**src/rtl/engagement_sequencer.sv**
```systemverilog
// engagement_sequencer: sits in front of combat_control_unit and drives its
// track/fire commands. The sequence is: start a track on an operator engage
// edge, wait for lock, fire a salvo while the target is in range, and check
// that every fire command is acknowledged by a launch before a timeout.
module engagement_sequencer #(
  parameter logic [13:0] FIRE_RANGE     = 14'd4000,
  parameter logic [1:0]  TTU_LOCKED     = 2'b10,
  parameter logic [15:0] ACQ_TIMEOUT    = 16'd60000,
  parameter logic [15:0] LAUNCH_TIMEOUT = 16'd1000,
  parameter logic [15:0] SHOT_GAP       = 16'd200
) (
  input  logic        clk,
  input  logic        rst,
  input  logic        engage_req,
  input  logic        abort,
  input  logic [1:0]  salvo_size,
  input  logic [1:0]  ttu_state,
  input  logic [13:0] distance_to_target,
  input  logic        launch_missile,
  input  logic [3:0]  remaining_missiles,
  output logic        track_target_command,
  output logic        fire_command,
  output logic [2:0]  seq_state,
  output logic [1:0]  shots_fired,
  output logic        engagement_done,
  output logic        fault,
  output logic [1:0]  fault_code
);

  typedef enum logic [2:0] {
    S_IDLE        = 3'd0,
    S_ACQUIRE     = 3'd1,
    S_WAIT_RANGE  = 3'd2,
    S_FIRE        = 3'd3,
    S_WAIT_LAUNCH = 3'd4,
    S_GAP         = 3'd5,
    S_DONE        = 3'd6,
    S_FAULT       = 3'd7
  } state_e;

  state_e      state_q, state_d;
  logic [15:0] timer_q, timer_d;
  logic [1:0]  shots_q, shots_d;
  logic [1:0]  code_q, code_d;
  logic        eng_q, eng_prev_q;
  logic        track_q, fire_q, done_q, fault_q;

  logic        start_s;
  logic        locked_s;
  logic        in_range_s;
  logic [1:0]  salvo_eff_s;

  // Input qualifiers: engage edge, lock, weapon range, effective salvo length.
  always_comb begin
    start_s     = eng_q & ~eng_prev_q;
    locked_s    = (ttu_state == TTU_LOCKED);
    in_range_s  = (distance_to_target != 14'd0) && (distance_to_target <= FIRE_RANGE);
    salvo_eff_s = (salvo_size == 2'd0) ? 2'd1 : salvo_size;
  end

  // Next-state, shot counter, fault code and state timer.
  always_comb begin
    state_d = state_q;
    shots_d = shots_q;
    code_d  = code_q;
    if (abort) begin
      // Abort beats everything, including a launch seen this same cycle.
      state_d = S_IDLE;
      code_d  = 2'd0;
    end else begin
      case (state_q)
        S_IDLE: begin
          if (start_s && (remaining_missiles == 4'd0)) begin
            state_d = S_FAULT;
            code_d  = 2'd1;
          end else if (start_s) begin
            state_d = S_ACQUIRE;
            shots_d = 2'd0;
          end else begin
            state_d = S_IDLE;
          end
        end
        S_ACQUIRE: begin
          if (locked_s) begin
            state_d = S_WAIT_RANGE;
          end else if (timer_q == ACQ_TIMEOUT - 16'd1) begin
            state_d = S_FAULT;
            code_d  = 2'd2;
          end else begin
            state_d = S_ACQUIRE;
          end
        end
        S_WAIT_RANGE: begin
          if (!locked_s) begin
            state_d = S_ACQUIRE;
          end else if (in_range_s) begin
            state_d = S_FIRE;
          end else begin
            state_d = S_WAIT_RANGE;
          end
        end
        S_FIRE: begin
          state_d = S_WAIT_LAUNCH;
        end
        S_WAIT_LAUNCH: begin
          if (launch_missile) begin
            state_d = S_GAP;
            shots_d = shots_q + 2'd1;
          end else if (timer_q == LAUNCH_TIMEOUT - 16'd1) begin
            state_d = S_FAULT;
            code_d  = 2'd3;
          end else begin
            state_d = S_WAIT_LAUNCH;
          end
        end
        S_GAP: begin
          if ((timer_q == SHOT_GAP - 16'd1) &&
              ((shots_q == salvo_eff_s) || (remaining_missiles == 4'd0))) begin
            state_d = S_DONE;
          end else if (timer_q == SHOT_GAP - 16'd1) begin
            state_d = S_WAIT_RANGE;
          end else begin
            state_d = S_GAP;
          end
        end
        S_DONE: begin
          state_d = S_IDLE;
        end
        S_FAULT: begin
          if (!eng_q) begin
            state_d = S_IDLE;
            code_d  = 2'd0;
          end else begin
            state_d = S_FAULT;
          end
        end
        default: begin
          state_d = S_IDLE;
          code_d  = 2'd0;
        end
      endcase
    end

    // Timer restarts on every state change and saturates otherwise.
    if (state_d != state_q) begin
      timer_d = 16'd0;
    end else if (timer_q == 16'hFFFF) begin
      timer_d = timer_q;
    end else begin
      timer_d = timer_q + 16'd1;
    end
  end

  // State, counters and outputs; outputs are decoded from the next state so
  // they change on the same edge as the state register.
  always_ff @(posedge clk) begin
    if (rst) begin
      state_q    <= S_IDLE;
      timer_q    <= 16'd0;
      shots_q    <= 2'd0;
      code_q     <= 2'd0;
      eng_q      <= 1'b0;
      eng_prev_q <= 1'b0;
      track_q    <= 1'b0;
      fire_q     <= 1'b0;
      done_q     <= 1'b0;
      fault_q    <= 1'b0;
    end else begin
      state_q    <= state_d;
      timer_q    <= timer_d;
      shots_q    <= shots_d;
      code_q     <= code_d;
      eng_q      <= engage_req;
      eng_prev_q <= eng_q;
      track_q    <= (state_d == S_ACQUIRE) || (state_d == S_WAIT_RANGE) ||
                    (state_d == S_FIRE) || (state_d == S_WAIT_LAUNCH) ||
                    (state_d == S_GAP);
      fire_q     <= (state_d == S_FIRE);
      done_q     <= (state_d == S_DONE);
      fault_q    <= (state_d == S_FAULT);
    end
  end

  assign track_target_command = track_q;
  assign fire_command         = fire_q;
  assign seq_state            = state_q;
  assign shots_fired          = shots_q;
  assign engagement_done      = done_q;
  assign fault                = fault_q;
  assign fault_code           = code_q;

endmodule

```
**config.mk**
```make
export PLATFORM = sky130hd
export DESIGN_NAME = engagement_sequencer
export DESIGN_NICKNAME = d
export VERILOG_FILES = /design/src/rtl/engagement_sequencer.sv
export SDC_FILE = /design/constraint.sdc
export NUM_CORES = 1
export LEC_CHECK = 0
export BUFFER_PORTS_ARGS = -buffer_cell sky130_fd_sc_hd__buf_4
export CORE_MARGIN = 1
export CORE_UTILIZATION = 58
export CTS_CLUSTER_SIZE = 16
export DETAILED_ROUTE_END_ITERATION = 6
export GPL_TIMING_DRIVEN = 0
export HOLD_SLACK_MARGIN = 0.12
export PLACE_DENSITY_LB_ADDON = 0.1
export SETUP_SLACK_MARGIN = 0.15
export SLEW_MARGIN = 40
export SYNTH_ARGS = -nofsm -noshare
export SYNTH_HDL_FRONTEND = slang
export SYNTH_SLANG_ARGS = --single-unit
export TNS_END_PERCENT = 30
```
**constraint.sdc**
```tcl
create_clock -name clk -period 3.8 [get_ports clk]
set_clock_uncertainty 0.1 [all_clocks]
set_input_delay 0 -clock clk [delete_from_list [all_inputs] [get_ports clk]]
set_output_delay 0 -clock clk [all_outputs]
set_load 0.03 [all_outputs]
```
==> results of run 1 <==
registers in the layout (all words and copies together), names as in the netlist:
name and flops:
seq_state 3, fire_command 1, fault_code 2, shots_fired 2, engagement_done 1, eng_q 1
timer_q 16, track_target_command 1, fault 1, eng_prev_q 1
power by group:
| group | internal, mW | switching, mW |
|---|---|---|
| Clock | 0.0696 | 0.116 |
| Sequential | 0.312 | 0.00707 |
| Combinational | 0.0596 | 0.0742 |
repair_timing:
action                                  CTS  global route
endpoints found under the setup margin    0             0
buffers inserted                          0             0
endpoints found under the hold margin    13             0
gates resized for setup                   0             0
hold buffers                              5             0
through the flow:
| stage | power [mW] | instance area [um^2] | setup WS (ns) | utilization | hold WS (ns) |
|---|---|---|---|---|---|
| after floorplan | 0.411 | 1820 | 1.19 | - | 0.0282 |
| after CTS | 0.643 | 2230 | 0.955 | 0.782 | 0.154 |
| after detailed placement | 0.454 | 2130 | 0.981 | 0.745 | 0.129 |
| after global placement | 0.452 | 2130 | 1.01 | 0.745 | 0.110 |
| after global routing | 0.666 | 2230 | 0.813 | 0.782 | 0.204 |
| final | 0.639 | 2230 | 0.937 | 0.782 | 0.181 |
path summary, 6_finish.rpt:
kind	end	slack, ns	depth (start not counted)
min	fire_command$_SDFF_PP0_	0.18	5
max	timer_q[1]$_SDFFE_PP0P_	0.94	10
max reg2reg	timer_q[1]$_SDFFE_PP0P_	0.94	10
min reg2reg	fault_code[0]$_SDFFE_PP0P_	0.36	2
worst max-delay path: cells and delay by family (launching register included):
family                   cells  cell delay, ns
AO/OA/AOI/OAI                3            0.72
AND/OR/NAND/NOR              4            0.99
adder cells (fa/ha/maj)      1            0.22
buffers and inverters        2            0.38
flip-flops                   1            0.39
cells by family after synthesis:
family	share of synthesized area
AND/OR/NAND/NOR	0.410
AO/OA/AOI/OAI	0.157
flip-flops	0.320
buffers and inverters	0.0413
XOR/XNOR	0.0434
multiplexers	0.0165
adder cells (fa/ha/maj)	0.0124
area by class of cell:
cell class / count / area [um^2] / share of cell area
Sequential cell: 29 / 581 / 0.260
Inverter: 6 / 22.5 / 0.0101
Timing Repair Buffer: 41 / 320 / 0.144
Tap cell: 31 / 38.8 / 0.0174
Clock buffer: 5 / 37.5 / 0.0168
Buffer: 9 / 52.6 / 0.0236
Clock inverter: 3 / 17.5 / 0.00785
Multi-Input combinational cell: 176 / 1160 / 0.520
cells in the mapped netlist, types with 2 or more instances:
master	count	area, um^2
a21oi_1	8	40.0
buf_2	2	10.0
o21ai_0	11	55.1
and4bb_1	3	37.5
and4_1	5	43.8
xnor2_1	5	43.8
and3_1	7	43.8
o21ai_1	2	10.0
clkbuf_1	5	18.8
and3b_1	2	17.5
or4_1	2	15.0
nor4_1	4	25.0
nand2_1	14	52.6
and2_1	2	12.5
a211oi_1	3	22.5
nor2b_1	2	12.5
nand3_1	13	65.1
nand2b_1	6	37.5
inv_1	6	22.5
nor3_1	12	60.1
nor2_1	25	93.8
dfxtp_1	29	581
nand4_1	4	25.0
xor2_1	4	35.0
nor2_4	9	101
mux2i_1	3	30.0
nand3b_1	3	22.5
routing by layer:
layer | up-vias | share of wire
met4 | 0 | 0.017
met2 | 89 | 0.44
met1 | 848 | 0.45
li1 | 910 | -
met5 | - | 0
met3 | 11 | 0.095
==> impl_metrics.csv, run 1 <==
group,metric,value,unit
timing,max_freq,349,MHz
clock_tree,numCtsBuffers,5,
drt,drt-pass1-iter-count,7,
placement,numPlacedInstances,287,
timing,setup_viol,0,
timing,final_hold_viol_count,0,
clock_tree,clk_latency,0.33,ns
setup_path,slowest_delay,0.50,ns
timing,fin_crit_sh,0.753,
global_routing,grt_pass1_wl,7.29,mm
floorplan,pin_count,38,
setup_path,cp.arrival,3.03,ns
floorplan,coreArea,2850,um^2
global_routing,met2_usage,0.435,
power_and_ir_drop,p_per_area,286,nW/um^2
global_routing,grt_pass1_vias,1656,
power_and_ir_drop,p_leak,0.834,nW
drt,routed_wl,4.28,mm
drt,wl_per_cell,14.3,um
clock_tree,cts.clk_slew.worst_paths,0.10,ns
yosys,syn_inst,220,
run,drv_cap,0,
setup_path,worstPathMaxFanout,10,
floorplan,start_util,0.637,
yosys,netlist-cell-type-count,56,
timing,maxSlewHeadroom,0.584,
outcome,status,"complete, but fails checks",
power_and_ir_drop,peakVddDrop,274,uV
layout,layout-drive-gt1-share,0.230,
layout,fin_cells,300,
outcome,violations,"design-rule violations",
global_routing,track_usage,0.280,
timing,rsz0062_at_grt,"false",
setup_path,cp_slowest_cell,"or4_1",
yosys,synth_area,1820,um^2
yosys,synthFlopType,"dfxtp_1",
min_path,hold_class,"input port to flop",
layout,final_common_cell,"buf_4",
setup_path,critPathLaunch,"timer_q[0]$_SDFFE_PP0P_",
global_routing,use_met3,0.0647,
yosys,synth_edf_count,0,
layout,fill_cells,218,
layout,antenna_cells,0,
floorplan,die-area,3360,um^2
timing,worst_slew_pin_slew,0.617,ns
floorplan,dieWidth,58.0,um
setup_path,end_kind,"flop",
global_routing,grt_max_degree,11,
drt,drtAntennaViolNets,0,
layout,final_cell_mix,"buf_4 (36), dfxtp_1 (29), nor2_1 (25), nand2_1 (14), nand3_1 (13)",
placement,dp_hpwl,3.15,mm
global_routing,antenna_found_initial,0,
yosys,synth_area_per_cell,8.26,um^2
floorplan,dieHeight,58.0,um
setup_path,crit_path_start_kind,"flop",
floorplan,rows,19,
clock_tree,cts_root_buf,"clkbuf_4",
global_routing,top_usage_layer,"met2",
placement,port_buffers,36,
yosys,yosys_register_bits,29,
drt,vias,1858,
layout,area_delta_synth_final,22.8,%
timing,maxSlewViolCount,0,
timing,setup_tns,0,ns
timing,post-route-min-period,2.86,ns
drt,drtIter0Drc,94,
setup_path,critPathRequiredTime,3.97,ns
layout,nNetsFinal,296,
setup_path,crit_chain,"ha_1, and4bb_1, nand3_1, o211a_1, a211oi_4, o31ai_1, or4_1, buf_2, buf_12, nor2_4",
yosys,ys_warn_count,0,
clock_tree,clock_sinks,29,
yosys,yosysSeqAreaShare,0.320,
setup_path,path_class,"flop to flop",
clock_tree,htreeDepth,2,
yosys,synthArstFlopShare,0,
drt,route.detailed.drc,6,
placement,globalplace.congestion,0.894,
min_path,worstHoldStart,"ttu_state[1]",
yosys,synthesis.nets,248,
global_routing,overflow,0,
drt,viasPerCell,6.19,
clock_tree,cts_buffer_depth,2,
clock_tree,cts_tree,"done",
setup_path,rr_startpoint,"timer_q[0]$_SDFFE_PP0P_",
global_routing,grt_use_met1,0.384,
Power figures use the tool's default switching activity.
==> run 2: changes to the inputs <==
--- a/config.mk
+++ b/config.mk
@@ -7,7 +7,7 @@
 export LEC_CHECK = 0
 export BUFFER_PORTS_ARGS = -buffer_cell sky130_fd_sc_hd__buf_4
 export CORE_MARGIN = 1
-export CORE_UTILIZATION = 58
+export CORE_UTILIZATION = 54
 export CTS_CLUSTER_SIZE = 16
 export DETAILED_ROUTE_END_ITERATION = 6
 export GPL_TIMING_DRIVEN = 0
==> constraint.sdc (replaced) <==
create_clock -name clk -period 2.93 [get_ports clk]
set_clock_uncertainty 0.1 [all_clocks]
set_input_delay 0 -clock clk [delete_from_list [all_inputs] [get_ports clk]]
set_output_delay 0 -clock clk [all_outputs]
set_load 0.03 [all_outputs]
==> impl_metrics.csv, run 2 (synthesized netlist as in run 1, its figures left out) <==
group,metric,value,unit
setup_path,crit_path_start_kind,"flop",
layout,multi_input_area,1200,um^2
timing,fin_crit_sh,0.919,
setup_path,critPathRequiredTime,3.11,ns
clock_tree,cts_root_buf,"clkbuf_4",
layout,area_delta_synth_final,28.4,%
layout,nNetsFinal,297,
setup_path,crit_chain,"clkbuf_2, maj3_1, o21ai_0, and3_1, a211oi_1, or4_1, buf_4, buf_12, nor2_4",
timing,maxSlewViolCount,0,
setup_path,cp_slowest_cell,"or4_1",
floorplan,dieWidth,60,um
placement,port_buffers,36,
floorplan,coreArea,3130,um^2
setup_path,worst-path-stages,9,
timing,rsz0062_at_grt,"false",
global_routing,grt_max_degree,11,
min_path,hold_class,"input port to flop",
setup_path,cp_num_buf_inv,3,
drt,viasPerCell,5.90,
timing,final_hold_viol_count,0,
setup_path,reg2reg_depth,9,
global_routing,grt_pass1_wl,6.80,mm
clock_tree,clk_latency,0.34,ns
power_and_ir_drop,power,945,uW
setup_path,path_class,"flop to flop",
layout,fin_util,0.746,
layout,antenna_cells,0,
outcome,status,"finished clean",
timing,worst_slew_pin_slew,0.527,ns
drt,drtAntennaViolNets,0,
placement,numPlacedInstances,300,
timing,maxSlewHeadroom,0.648,
layout,final_cell_mix,"buf_4 (38), dfxtp_1 (27), nor2_1 (25), nand2_1 (14)",
layout,fill_cells,240,
layout,layout-drive-gt1-share,0.252,
clock_tree,cts.clk_slew.worst_paths,0.09,ns
clock_tree,htreeDepth,2,
floorplan,die-area,3600,um^2
global_routing,antenna_found_initial,0,
placement,dp_hpwl,3.08,mm
timing,post-route-min-period,2.69,ns
global_routing,track_usage,0.258,
placement,globalplace.congestion,0.919,
setup_path,slowest_delay,0.53,ns
power_and_ir_drop,peakVddDrop,309,uV
floorplan,rows,20,
drt,drt-pass1-iter-count,4,
setup_path,critPathTopFamily,"simple AND/OR/NAND/NOR gates",
floorplan,dieHeight,60,um
setup_path,end_kind,"flop",
drt,routed_wl,4.46,mm
drt,wl_per_cell,14.2,um
timing,max_freq,371,MHz
layout,largest-register,"timer_q",
global_routing,grt_pass1_vias,1549,
power_and_ir_drop,p_per_area,405,nW/um^2
drt,route.detailed.drc,0,
floorplan,pin_count,38,
run,drv_cap,0,
min_path,min_path_cells,7,
clock_tree,numCtsBuffers,5,
setup_path,worstPathMaxFanout,10,
timing,setup_tns,0,ns
layout,fin_cells,314,
layout,final_area,2330,um^2
floorplan,start_util,0.581,
global_routing,overflow,0,
layout,register_area,583,um^2
timing,setup_viol,0,
layout,final_common_cell,"buf_4",
clock_tree,cts_tree,"done",
placement,placed_area,2140,um^2
setup_path,cp.arrival,2.87,ns
drt,vias,1852,
drt,drtIter0Drc,166,
power_and_ir_drop,p_leak,0.864,nW
clock_tree,cts_buffer_depth,2,
layout,largest_reg_flops,16,
clock_tree,clock_sinks,29,
run 2: area by class of cell:
type                       count  area share
clock inverter                 1      0.0129
sequential                    29       0.250
tap                           44      0.0236
multi-input combinational    176       0.516
inverter                       6     0.00966
buffer                         9      0.0241
timing repair buffer          42       0.141
clock buffer                   7      0.0236
run 2: power by group:
group | switching (mW) | internal, mW | leakage, nW | total [mW]
Combinational | 0.0991 | 0.0845 | 0.583 | 0.184
Clock | 0.141 | 0.204 | 0.0455 | 0.344
Sequential | 0.0113 | 0.406 | 0.235 | 0.417
run 2: per-stage QoR:
step | hold slack, ns | setup WS [ns]
after floorplan | 0.0282 | 0.320
after global placement | 0.109 | 0.150
after detailed placement | 0.141 | 0.0998
after CTS | 0.221 | 0.177
after global routing | 0.282 | 0.0990
final | 0.246 | 0.238
run 2: repair_timing:
item | CTS | global route
hold buffers | 5 | 0
hold endpoints to repair | 13 | 0
gates resized for setup | 2 | 10
cloned | 0 | 0
pin swaps | 2 | 2
endpoints found under the setup margin | 10 | 15
buffers inserted | 1 | 0
run 2: path summary, 6_finish.rpt:
kind                                    from                    endpoint  slack (ns)
setup / recovery     seq_state[1]$_SDFF_PP0_     timer_q[8]$_SDFFE_PP0P_        0.24
hold / removal        distance_to_target[10]  engagement_done$_SDFF_PP0_        0.25
setup reg to reg     seq_state[1]$_SDFF_PP0_     timer_q[8]$_SDFFE_PP0P_        0.24
hold reg to reg   fault_code[0]$_SDFFE_PP0P_  fault_code[0]$_SDFFE_PP0P_        0.37
run 2: worst min-delay path: stages:
cell and delay (ns):
buf_4 0.08, nor4_1 0.04, nand2_1 0.04, mux2i_1 0.07, o32a_1 0.19, nand3_1 0.13
a21oi_1 0.08
run 2: layer usage:
layer  wire length, um  up-vias  track usage  share of wire
li1                  -      909            -              -
met5                 0        -            0              0
met4                85        0        0.120          0.019
met1              2010      826        0.347           0.45
met2              1910      107        0.367           0.43
met3               452       10       0.0887           0.10
==> run 3: changes to the inputs <==
--- a/config.mk
+++ b/config.mk
@@ -8,6 +8,7 @@
 export BUFFER_PORTS_ARGS = -buffer_cell sky130_fd_sc_hd__buf_4
 export CORE_MARGIN = 1
 export CORE_UTILIZATION = 54
+export CTS_BUF_LIST = sky130_fd_sc_hd__clkbuf_16
 export CTS_CLUSTER_SIZE = 16
 export DETAILED_ROUTE_END_ITERATION = 6
 export GPL_TIMING_DRIVEN = 0
==> impl_metrics.csv, run 3 (synthesized netlist as in run 1, its figures left out) <==
group,metric,value,unit
power_and_ir_drop,p_int,884,uW
setup_path,path_class,"flop to flop",
timing,fin_crit_sh,0.918,
drt,vias,1844,
power_and_ir_drop,combPwrFrac,0.156,
timing,post-route-min-period,2.69,ns
layout,fill_cells,221,
clock_tree,cts_tree,"done",
setup_path,cp.arrival,2.80,ns
timing,maxSlewViolCount,0,
floorplan,dieHeight,60,um
layout,antenna_cells,0,
setup_path,worstPathMaxFanout,10,
setup_path,end_kind,"flop",
global_routing,grt_pass1_vias,1572,
floorplan,rows,20,
floorplan,pin_count,38,
clock_tree,clock_sinks,29,
clock_tree,htreeDepth,2,
layout,nNetsFinal,296,
setup_path,critPathRequiredTime,3.04,ns
setup_path,critPathTopFamily,"simple AND/OR/NAND/NOR gates",
layout,final_common_cell,"buf_4",
setup_path,cp_num_buf_inv,2,
drt,routed_wl,4.42,mm
timing,max_freq,372,MHz
floorplan,dieWidth,60,um
layout,layout-drive-gt1-share,0.253,
power_and_ir_drop,p_switching,271,uW
power_and_ir_drop,peakVddDrop,476,uV
clock_tree,cts.clk_slew.worst_paths,0.05,ns
placement,numPlacedInstances,300,
layout,multi_input_area,1200,um^2
global_routing,track_usage,0.257,
global_routing,grt_max_degree,11,
layout,fin_util,0.768,
layout,largest_reg_flops,16,
clock_tree,cts_root_buf,"clkbuf_16",
placement,port_buffers,36,
setup_path,crit_chain,"ha_4, and4bb_1, nand3_2, o211a_1, a211oi_4, o31ai_1, or4_1, buf_4, buf_12, nor2_4",
timing,setup_tns,0,ns
timing,worst_slew_pin_slew,0.477,ns
layout,area_delta_synth_final,32.2,%
power_and_ir_drop,swShare,0.235,
setup_path,cp_slowest_cell,"or4_1",
layout,fin_cells,313,
power_and_ir_drop,power,1.15,mW
layout,register_area,583,um^2
floorplan,start_util,0.581,
layout,largest-register,"timer_q",
power_and_ir_drop,clock_power_share,0.481,
layout,final_cell_mix,"buf_4 (38), dfxtp_1 (27), nor2_1 (25), nand2_1 (14)",
drt,route.detailed.drc,0,
clock_tree,numCtsBuffers,5,
drt,viasPerCell,5.89,
placement,globalplace.congestion,0.919,
min_path,hold_class,"input port to flop",
setup_path,crit_path_start_kind,"flop",
timing,setup_viol,0,
clock_tree,clk_latency,0.27,ns
timing,final_hold_viol_count,0,
outcome,status,"finished clean",
timing,rsz0062_at_grt,"false",
clock_tree,cts_buffer_depth,2,
timing,maxSlewHeadroom,0.682,
global_routing,overflow,0,
drt,drtIter0Drc,129,
drt,wl_per_cell,14.1,um
global_routing,antenna_found_initial,0,
drt,drtAntennaViolNets,0,
power_and_ir_drop,seq_power_share,0.363,
floorplan,coreArea,3130,um^2
floorplan,die-area,3600,um^2
power_and_ir_drop,p_leak,0.901,nW
run,drv_cap,0,
setup_path,slowest_delay,0.52,ns
power_and_ir_drop,p_per_area,481,nW/um^2
global_routing,grt_pass1_wl,6.86,mm
placement,dp_hpwl,3.08,mm
drt,drt-pass1-iter-count,6,
[run 3: worst paths after layout]
kind	start	to	slack [ns]	cells past startpoint
max reg2reg	timer_q[0]$_SDFFE_PP0P_	timer_q[8]$_SDFFE_PP0P_	0.24	10
max	timer_q[0]$_SDFFE_PP0P_	timer_q[8]$_SDFFE_PP0P_	0.24	10
min	launch_missile	shots_fired[0]$_SDFFE_PP0P_	0.20	6
min reg2reg	fault_code[0]$_SDFFE_PP0P_	fault_code[0]$_SDFFE_PP0P_	0.36	2
[run 3: timing repair]
action	in CTS	in global routing
resized for setup	0	13
buffers inserted	1	0
pin swaps	1	1
endpoints found under the hold margin	13	0
setup endpoints to repair	10	16
hold buffers	4	0
[run 3: power by group through the flow]
| stage | logic [mW] | clock network [mW] | registers (mW) |
|---|---|---|---|
| CTS | 0.172 | 0.566 | 0.416 |
| global placement | 0.163 | 0 | 0.423 |
| floorplan | 0.102 | 0 | 0.431 |
| global route | 0.193 | 0.585 | 0.421 |
| detailed placement | 0.165 | 0 | 0.423 |
| finish | 0.181 | 0.555 | 0.419 |
[run 3: layout make-up]
type / instances / share of cell area
inverter: 6 / 0.00938
timing repair buffer: 41 / 0.132
clock buffer: 5 / 0.0521
sequential: 29 / 0.243
tap: 44 / 0.0229
multi-input combinational: 176 / 0.501
buffer: 9 / 0.0240
clock inverter: 3 / 0.0156
[run 3: worst reg2reg max path: stages (launching register included)]
cell	delay [ns]
dfxtp_2	0.37
ha_4	0.16
and4bb_1	0.23
nand3_2	0.12
o211a_1	0.31
a211oi_4	0.26
o31ai_1	0.11
or4_1	0.52
buf_4	0.19
buf_12	0.17
nor2_4	0.10
[run 3: stage by stage]
| step | worst slack (ns) | hold slack [ns] | instance area, um^2 |
|---|---|---|---|
| finish | 0.241 | 0.201 | 2400 |
| floorplan | 0.320 | 0.0282 | 1820 |
| detailed placement | 0.0998 | 0.141 | 2140 |
| global route | 0.130 | 0.270 | 2400 |
| global placement | 0.150 | 0.109 | 2140 |
| CTS | 0.161 | 0.198 | 2350 |
[run 3: layer usage]
metal  track usage  vias to the layer above  wire length [um]
met5             0                        -                 0
met4        0.0831                        0                44
met3        0.0952                        6               371
met2         0.379                       83              1970
met1         0.344                      850              2030
li1              -                      905                 -
